File: src/rtl/ov7670_stream_gen.sv
`timescale 1ns/1ps
// Transmit-side OV7670 parallel bus model: emits vsync/href and RGB444 byte pairs
// with programmable blanking and four built-in test patterns, one byte per clk.
module ov7670_stream_gen #(
  parameter int IMG_W       = 640,
  parameter int IMG_H       = 480,
  parameter int HBLANK      = 144,
  parameter int VSYNC_LINES = 3,
  parameter int VBP_LINES   = 17,
  parameter int VFP_LINES   = 10
) (
  input  logic        clk,
  input  logic        rst,
  input  logic        enable,
  input  logic [1:0]  mode,
  input  logic [11:0] solid_rgb,
  output logic        vsync,
  output logic        href,
  output logic [7:0]  data,
  output logic        frame_start,
  output logic [15:0] frame_count
);

  localparam int LINE_B   = 2 * IMG_W + HBLANK;
  localparam int CW       = $clog2(LINE_B);
  localparam int MAX_A    = (VSYNC_LINES > VBP_LINES) ? VSYNC_LINES : VBP_LINES;
  localparam int MAX_B    = (IMG_H > VFP_LINES) ? IMG_H : VFP_LINES;
  localparam int LINE_MAX = (MAX_A > MAX_B) ? MAX_A : MAX_B;
  localparam int LW       = (LINE_MAX > 1) ? $clog2(LINE_MAX) : 1;

  localparam logic [CW-1:0] COL_LAST  = CW'(LINE_B - 1);
  localparam logic [CW-1:0] ACT_BYTES = CW'(2 * IMG_W);
  localparam logic [LW-1:0] VS_LAST   = LW'(VSYNC_LINES - 1);
  localparam logic [LW-1:0] VBP_LAST  = LW'(VBP_LINES - 1);
  localparam logic [LW-1:0] ACT_LAST  = LW'(IMG_H - 1);
  localparam logic [LW-1:0] VFP_LAST  = LW'(VFP_LINES - 1);

  // Colour bar palette, left to right: white, yellow, cyan, green, magenta, red, blue, black.
  localparam logic [11:0] BAR_RGB [8] = '{12'hFFF, 12'hFF0, 12'h0FF, 12'h0F0,
                                         12'hF0F, 12'hF00, 12'h00F, 12'h000};

  typedef enum logic [2:0] {S_IDLE, S_VSYNC, S_VBP, S_ACTIVE, S_VFP} state_t;

  // With no vsync lines the frame begins directly in the back porch.
  localparam state_t FIRST_STATE = (VSYNC_LINES > 0) ? S_VSYNC : S_VBP;

  state_t        state, next_state;
  logic [CW-1:0] col;
  logic [LW-1:0] line;
  logic [1:0]    mode_q;
  logic [11:0]   solid_q;

  logic        eol, last_line, start_frame, first_byte, href_d, chk;
  logic [31:0] x, y;
  logic [2:0]  bar;
  logic [3:0]  lvl;
  logic [11:0] rgb;
  logic [7:0]  data_d;

  // NOTE: every always_comb output gets a default first so no path can infer a latch.
  always_comb begin
    eol        = (col == COL_LAST);
    last_line  = 1'b0;
    next_state = S_IDLE;
    case (state)
      S_VSYNC:  begin last_line = (line == VS_LAST);  next_state = S_VBP;    end
      S_VBP:    begin last_line = (line == VBP_LAST); next_state = S_ACTIVE; end
      S_ACTIVE: begin last_line = (line == ACT_LAST); next_state = S_VFP;    end
      S_VFP:    begin last_line = (line == VFP_LAST); next_state = S_IDLE;   end
      default:  ;
    endcase

    start_frame = enable && ((state == S_IDLE) || (state == S_VFP && eol && last_line));
    first_byte  = (state == FIRST_STATE) && (col == '0) && (line == '0);
    href_d      = (state == S_ACTIVE) && (col < ACT_BYTES);

    x   = 32'(col) >> 1;
    y   = 32'(line);
    bar = 3'((x * 32'd8) / IMG_W);
    lvl = 4'((x * 32'd16) / IMG_W);
    chk = ((x ^ y) & 32'h20) != 32'h0;

    rgb = solid_q;
    case (mode_q)
      2'd0:    rgb = BAR_RGB[bar];
      2'd1:    rgb = {lvl, lvl, lvl};
      2'd2:    rgb = chk ? 12'h000 : 12'hFFF;
      default: rgb = solid_q;
    endcase

    // Even byte carries R in the low nibble, odd byte carries {G,B}.
    data_d = 8'h00;
    if (href_d) data_d = col[0] ? rgb[7:0] : {4'h0, rgb[11:8]};
  end

  // NOTE: sequential state uses non-blocking assignments so every register samples pre-edge values.
  always_ff @(posedge clk) begin
    if (rst) begin
      state       <= S_IDLE;
      col         <= '0;
      line        <= '0;
      mode_q      <= '0;
      solid_q     <= '0;
      vsync       <= 1'b0;
      href        <= 1'b0;
      data        <= 8'h00;
      frame_start <= 1'b0;
      frame_count <= 16'h0000;
    end else begin
      // Outputs are decoded from the counter state one cycle behind it.
      vsync       <= (state == S_VSYNC);
      href        <= href_d;
      data        <= data_d;
      frame_start <= first_byte;
      if (first_byte) frame_count <= frame_count + 16'd1;

      if (start_frame) begin
        state   <= FIRST_STATE;
        col     <= '0;
        line    <= '0;
        mode_q  <= mode;
        solid_q <= solid_rgb;
      end else if (state != S_IDLE) begin
        if (eol) begin
          col <= '0;
          if (last_line) begin
            line  <= '0;
            state <= next_state;
          end else begin
            line <= line + LW'(1);
          end
        end else begin
          col <= col + CW'(1);
        end
      end
    end
  end

endmodule

File: config.mk
export PLATFORM = sky130hd
export DESIGN_NAME = ov7670_stream_gen
export DESIGN_NICKNAME = d
export VERILOG_FILES = /design/src/rtl/ov7670_stream_gen.sv
export SDC_FILE = /design/constraint.sdc
export NUM_CORES = 1
export LEC_CHECK = 0
export BUFFER_PORTS_ARGS = -buffer_cell sky130_fd_sc_hd__buf_2
export CORE_ASPECT_RATIO = 0.8
export CORE_MARGIN = 2
export CORE_UTILIZATION = 62
export CTS_CLUSTER_SIZE = 28
export DETAILED_ROUTE_END_ITERATION = 7
export PLACE_DENSITY = 0.81
export SYNTH_ARGS = -nofsm -noshare
export SYNTH_HDL_FRONTEND = slang
export SYNTH_SLANG_ARGS = --single-unit
File: constraint.sdc
create_clock -name clk -period 5.6 [get_ports clk]
set_input_delay 0.56 -clock clk [delete_from_list [all_inputs] [get_ports clk]]
set_output_delay 0.56 -clock clk [all_outputs]
set_load 0.005 [all_outputs]
==> results of run 1 <==
-- report_power, final --
group / internal (W) / switching, W
Combinational: 0.0000279 / 0.0000361
Sequential: 0.000465 / 0.0000146
Clock: 0.000251 / 0.000188
Total: 0.000744 / 0.000239
-- cell families (layout without fill, tap and decap cells) --
family                     after synthesis  after routing
AOI/OAI and AO/OA                      106            106
buffers and inverters                   45             74
muxes                                   17             17
and+or+nand+nor                        227            227
DFF                                     64             64
xor gates and xnor gates                30             30
adders and majority gates                7              7
-- worst min-delay path by stage --
| stage | startpoint | end | slack [ps] | depth (start not counted) |
|---|---|---|---|---|
| after CTS | mode[1] | mode_q[1] | 440 | 3 |
| after global routing | solid_rgb[10] | solid_q[10] | 440 | 3 |
| after detailed placement | col[1] | col[1] | 480 | 2 |
| after global placement | solid_q[1] | solid_q[1] | 470 | 2 |
| after floorplan | solid_q[1] | solid_q[1] | 450 | 2 |
| final | solid_rgb[10] | solid_q[10] | 450 | 3 |
-- cells in the final DEF (no fill, tap or decap), drive strengths merged, types with 8 or more instances in the layout --
master | netlist | final
a21oi | 33 | 33
buf | 12 | 43
clkbuf | 18 | 9
dfxtp | 64 | 64
inv | 14 | 15
mux2i | 17 | 17
nand2 | 43 | 43
nand2b | 8 | 8
nand3 | 12 | 12
nand4 | 9 | 9
nor2 | 78 | 78
nor3 | 19 | 19
o21ai | 23 | 23
or3 | 14 | 14
xnor2 | 18 | 18
xor2 | 12 | 12
-- tightest hold or removal path, delay by kind of cell --
kind / cells / cell delay, ps
buffers and inverters: 1 / 70
AND/OR/NAND/NOR: 1 / 70
multiplexers: 1 / 50
-- state kept, by name, indices dropped and copies added (netlist names) --
signal	count
col	11
data	8
frame_count	16
frame_start	1
href	1
line	9
mode_q	2
solid_q	12
state	3
vsync	1
-- through the flow --
stage / hold WS (ps) / std cells / area (sq um) / setup WS [ps] / utilization [%]
2_1_floorplan: 452.1 / 496 / 3891 / 2282 / -
3_3_place_gp: 472.9 / 590 / 4061 / 1753 / 67.98
3_5_place_dp: 483.7 / 590 / 4061 / 1555 / 67.98
4_1_cts: 436.0 / 606 / 4280 / 1526 / 71.64
5_1_grt: 443.4 / 606 / 4280 / 1191 / 71.64
6_report: 446.6 / 606 / 4280 / 1502 / 71.64
-- final cells by class --
cell class              count  area (sq um)  area share, %
multi-input cells         387          2405          56.18
flip-flops and latches     64          1281          29.93
repair buffers             43         215.2          5.028
clock buffers               9         123.9          2.894
well taps                  81         101.3          2.368
clock inverters             7         95.09          2.222
inverters                  15         58.81          1.374
-- per-layer routing --
layer  vias up  track usage [%]
met1      1737            34.41
met3        13            6.807
met5         -                0
met4         0            10.78
li1       1813                -
met2       124            44.28
==> impl_results.md, run 1 <==
* Crit-path max cell delay at about 840 ps
* Setup tns final at 0 ps
* Minimum clock period at slightly above 4000 ps
* Slew @ Worst Pin at 861.7 ps
* Ports at between 40 and 50
* Reg-to-reg critical path endpoint: data[1]
* Clock tree buffer depth at 2
* Synth Flop Type: dfxtp_1
* Crit path DAT at 4370 ps
* Unrepaired setup endpoints after global routing: no
* Post-synthesis mux area share at between 4 and 5%
* Syn_nets at roughly 520
* Commonest cells post-synth: 77 x nor2_1, 64 x dfxtp_1, 42 x nand2_1
* Clock transition at path regs at approximately 70 ps
* Initial Util at around 65%
* Worst EP required at slightly below 6000 ps
* F_max at roughly 240 MHz
* Routed WL per cell at ~15 um
* End point of the critical path: data[1]
* Synth Area in Compound Gates at roughly a fifth
* Cells along the critical path: nor2_2 > inv_1 > ha_1 > nand2b_1 > a221o_1 > a22oi_2 > nand2_4 > xnor2_2 > a2111o_1 > or4b_1 > a31oi_1
* Ranking of synthesized cells by area: dfxtp_1 33%, nor2_1 7.4%, mux2i_1 4.4%
* CP Capture Type: flop
* DRC viols at 0
* DR pass1 iterations at 5
* Area leader, netlist: dfxtp_1
* Crit-path max FO at 22
* Site Rows at 25
* M1 wire length at around 4000 um
* Synth warnings at 0
* Pwr/cell area at ~230 mW/mm^2
* N_diodes at 0
* Number of max-cap violations at 0
* Drt initial violations at 250
* Clk_lat worst skew at about 350 ps
* CP Depth at 11
* EDFF count, synth at 0
* Die Ht at roughly 75 um
* Grt ovf at 0
* Slowest cell on the critical path: dfxtp_1
* Via count at 3687
* # Post-CTS Setup Buffers at 0
* Crit Path Category: flop to flop
* Max Slew Vio Count at 0
* Outcome: finished, final reports clean
* Start of the worst register-to-register path: col[9]
* Critical path startpoint category: flop
* Area of the die at between 0.006 and 0.007 sq mm
* Final ANT Viol Nets at 0
* Avg Inst Size Synth at just under 8 sq um
* Final setup fails at 0
* Final critical-path share of the clock period at between 70% and 80%
* R2R Setup Slk at roughly 1500 ps
* Adder-cell share of the synthesized area at under 10%
* Sink Count at 64
* Final HPWL DP at a little over 6000 um
* Total power at just under 0.001 W
* Met2 WL at roughly 4200 um
* Number of global-route vias before repair at ~3200
* CTS H-tree depth at 3
* Sequential fraction of the synthesis area at between 30% and 40%
* Fraction of registers with async set/reset at 0%
* RD Place Congestion at just under 1
* Maximum vdd drop at about 0.14 mV
* Rel. slew slack at 42.48%
* Reg2Reg Depth at 11
* Synth unique cells at between 70 and 80
* Post-synthesis instance total at about 500
* Die Width at slightly above 90 um
* Post-Syn Area at 0.003891 sq mm
* Core ar. at between 0.005 and 0.006 sq mm
* Initial antenna violation count at 0
* CP top delay family: compound AO/OA/AOI/OAI gates
* Worst path bufs/invs at 1
* Vias per cell at 6.084
* I/O Buffers at 43
* Skew final at between 7 and 8 ps
* Largest net degree at the start of global routing at 39
* Simple-Gate Fraction of Synth Area at between 20% and 30%
* Uppermost layer routed: met4
* XOR/XNOR share of the synthesized area at 6.945%
* All-Layer GR Usage at 26.86%
* Root buf cell: clkbuf_8
* Cell leakage power at approximately 1.7 nW
* Area growth from synthesis to layout at 10.00%
* Main combinational cell family by area after synthesis: simple AND/OR/NAND/NOR gates
* Top cell type's share of synthesized area at roughly 33%
* FILL cells at between 400 and 500
* WL final at slightly below 9000 um
* CP Launch Point: col[9]
* Worst hold path type: input pin to flop
* CTS tree: yes
* Layout cells sized above 1 at approximately 14%
* Final hold violation count at 0
* Met3 Routed Length at 553 um
* CTS buffer count at 9
* Post_cts resized at 0
* Flops & latches, synth at 64
* Hold_buf cts at 0
* First-pass GRT wire length at 14750 um
* Final nets at roughly 540
* Top-count cell post-synth: nor2_1
Note: power is estimated with default switching activity, not from simulation.
==> run 2: changes to the inputs <==
- CORE_UTILIZATION: 62 -> 59
- PLACE_DENSITY: 0.81 -> 0.77
- clock period: 5.6 -> 4.08 ns (I/O delays scaled with it)
==> impl_results.md, run 2 (synthesis gave the netlist of run 1 again) <==
* Outcome: finished, final reports clean
* Die Ht at about 77 um
* Minimum clock period at 3395 ps
* Number of max-cap violations at 0
* Unrepaired setup endpoints after global routing: no
* DRC viols at 0
* CTS H-tree depth at 3
* Rel. slew slack at 42.32%
* RD Place Congestion at 0.9241
* Hold Path Stages at 3
* Final setup fails at 0
* Sequential cell area at ~0.0013 sq mm
* Worst hold path type: input pin to flop
* Switching power at 0.0003310 W
* Initial Util at 61.03%
* FILL cells at roughly 580
* Clock network fraction of design power at around 43%
* Sink Count at 64
* Worst path bufs/invs at 1
* Routed WL per cell at around 15 um
* Crit-path max FO at 9
* Share of total power in combinational logic at 6.8%
* F_max at around 290 MHz
* Pre-CTS setup slack at about 730 ps
* Crit path DAT at 3660 ps
* R2R Setup Slk at 680 ps
* CP Capture Type: flop
* Hold_buf cts at 0
* Cell leakage power at around 1.7 nW
* Slowest cell on the critical path: a2111o_1
* Slew @ Worst Pin at roughly 860 ps
* Initial antenna violation count at 0
* Core ar. at roughly 0.0064 sq mm
* Site Rows at 26
* Crit-path max cell delay at about 500 ps
* Final ANT Viol Nets at 0
* Sw frac at about a quarter
* N_diodes at 0
* Pint at just under 0.001 W
* Layout cells sized above 1 at between 10% and 20%
* Setup tns final at 0 ps
* # Post-CTS Setup Buffers at 0
* WL final at between 8000 and 9000 um
* Worst hold start: solid_rgb[5]
* Ports at 44
* Pwr/cell area at slightly above 300 mW/mm^2
* Worst EP required at between 4000 and 5000 ps
* Final WS setup at around 680 ps
* Top flop regs: frame_count (16), solid_q (12), col (11)
* Root buf cell: clkbuf_8
* Reg2Reg Depth at 11
* DR pass1 iterations at 6
* Via count at 3605
* Crit Path Category: flop to flop
* Skew final at around 7.3 ps
* Final critical-path share of the clock period at about 83%
* Grt ovf at 0
* Commonest non-fill, non-tap cell in the layout: nor2_1
* I/O Buffers at 43
* Die Width at ~95 um
* Final hold violation count at 0
* Clock transition at path regs at ~70 ps
* Worst Hold End: solid_q[5]
* Critical path startpoint category: flop
* Multi-input gate area at ~0.0024 sq mm
* Reg-to-reg critical path endpoint: data[1]
* Biggest register: frame_count
* Flop pwr share at 50.3%
* Clock tree buffer depth at 2
* Drt initial violations at roughly 240
* Final HPWL DP at ~6300 um
* Start of the worst register-to-register path: col[8]
* CP top delay family: compound AO/OA/AOI/OAI gates
* First-pass GRT wire length at 15140 um
* Max Slew Vio Count at 0
* Largest net degree at the start of global routing at 39
* Post_cts resized at 0
* Area of the die at about 0.0073 sq mm
* CTS buffer count at 9
* Area growth from synthesis to layout at 10.71%
* CTS tree: yes
* Cells along the critical path: nor2_2 > inv_1 > ha_1 > nand2b_1 > a221o_1 > a22oi_2 > nand2_4 > xnor2_2 > a2111o_1 > or4b_1 > a31oi_1
* Number of global-route vias before repair at 3266
* Highest-count cells in the layout ignoring fill and taps: 77 x nor2_1, 64 x dfxtp_1, 43 x buf_2
* All-Layer GR Usage at 25.67%
* Vias per cell at approximately 5.9
* Final nets at around 550
* Max reg flops at 16
* Maximum vdd drop at 0.2262 mV
* Clk_lat worst skew at about 350 ps
-- run 2: changes by cell type in the layout (fill, tap and decap cells not counted), sizes merged --
cell | before | now
buf | 43 | 48
bufinv | 2 | 1
clkbuf | 9 | 10
clkinvlp | 1 | 2
clkinv | 4 | 3
-- run 2: layout make-up --
type                            instances  area share, %
Multi-Input combinational cell        387          55.82
Sequential cell                        64          29.74
Timing Repair Buffer                   48          5.867
Clock buffer                           10          3.195
Tap cell                               84          2.440
Clock inverter                          6          1.568
Inverter                               15          1.365
-- run 2: how the worst max path moves through the flow --
stage | from | end | slack [ps] | depth (start not counted)
6_report | col[8] | data[1] | 680 | 11
5_1_grt | col[8] | data[1] | 470 | 11
4_1_cts | col[8] | data[1] | 710 | 11
3_5_place_dp | col[8] | data[1] | 730 | 11
3_3_place_gp | col[8] | data[1] | 820 | 11
2_1_floorplan | col[8] | data[1] | 760 | 11
-- run 2: per-stage QoR --
stage               area (sq um)  hold WS [ps]   power, W  util (%)  cells
floorplan                   3891         452.1  0.0007323         -    496
global placement            4103         478.9  0.0007572     64.34    598
detailed placement          4103         486.5  0.0007591     64.34    598
CTS                         4308         287.1   0.001323     67.56    614
global route                4308         306.4   0.001361     67.56    614
finish                      4308         295.9   0.001309     67.56    614
-- run 2: power by group through the flow --
stage	registers, W	clock network [W]	logic (W)
after floorplan	0.000659	0	0.0000736
after global placement	0.000671	0	0.0000862
after CTS	0.000657	0.000577	0.0000888
after detailed placement	0.000671	0	0.0000879
after global routing	0.000661	0.000601	0.0000985
final	0.000658	0.000562	0.0000891
-- run 2: tightest hold or removal path, cell delays in order --
cell,delay [ps]
buf_2,70
mux2i_1,50
nor2_1,70
-- run 2: routing by layer --
metal / global-route usage (%) / share of wire [%] / wire length [um]
met1: 34.73 / 47 / 4189
met2: 40.43 / 47 / 4187
met3: 6.133 / 5.2 / 468
met4: 7.826 / 1.1 / 100
met5: 0 / 0 / 0
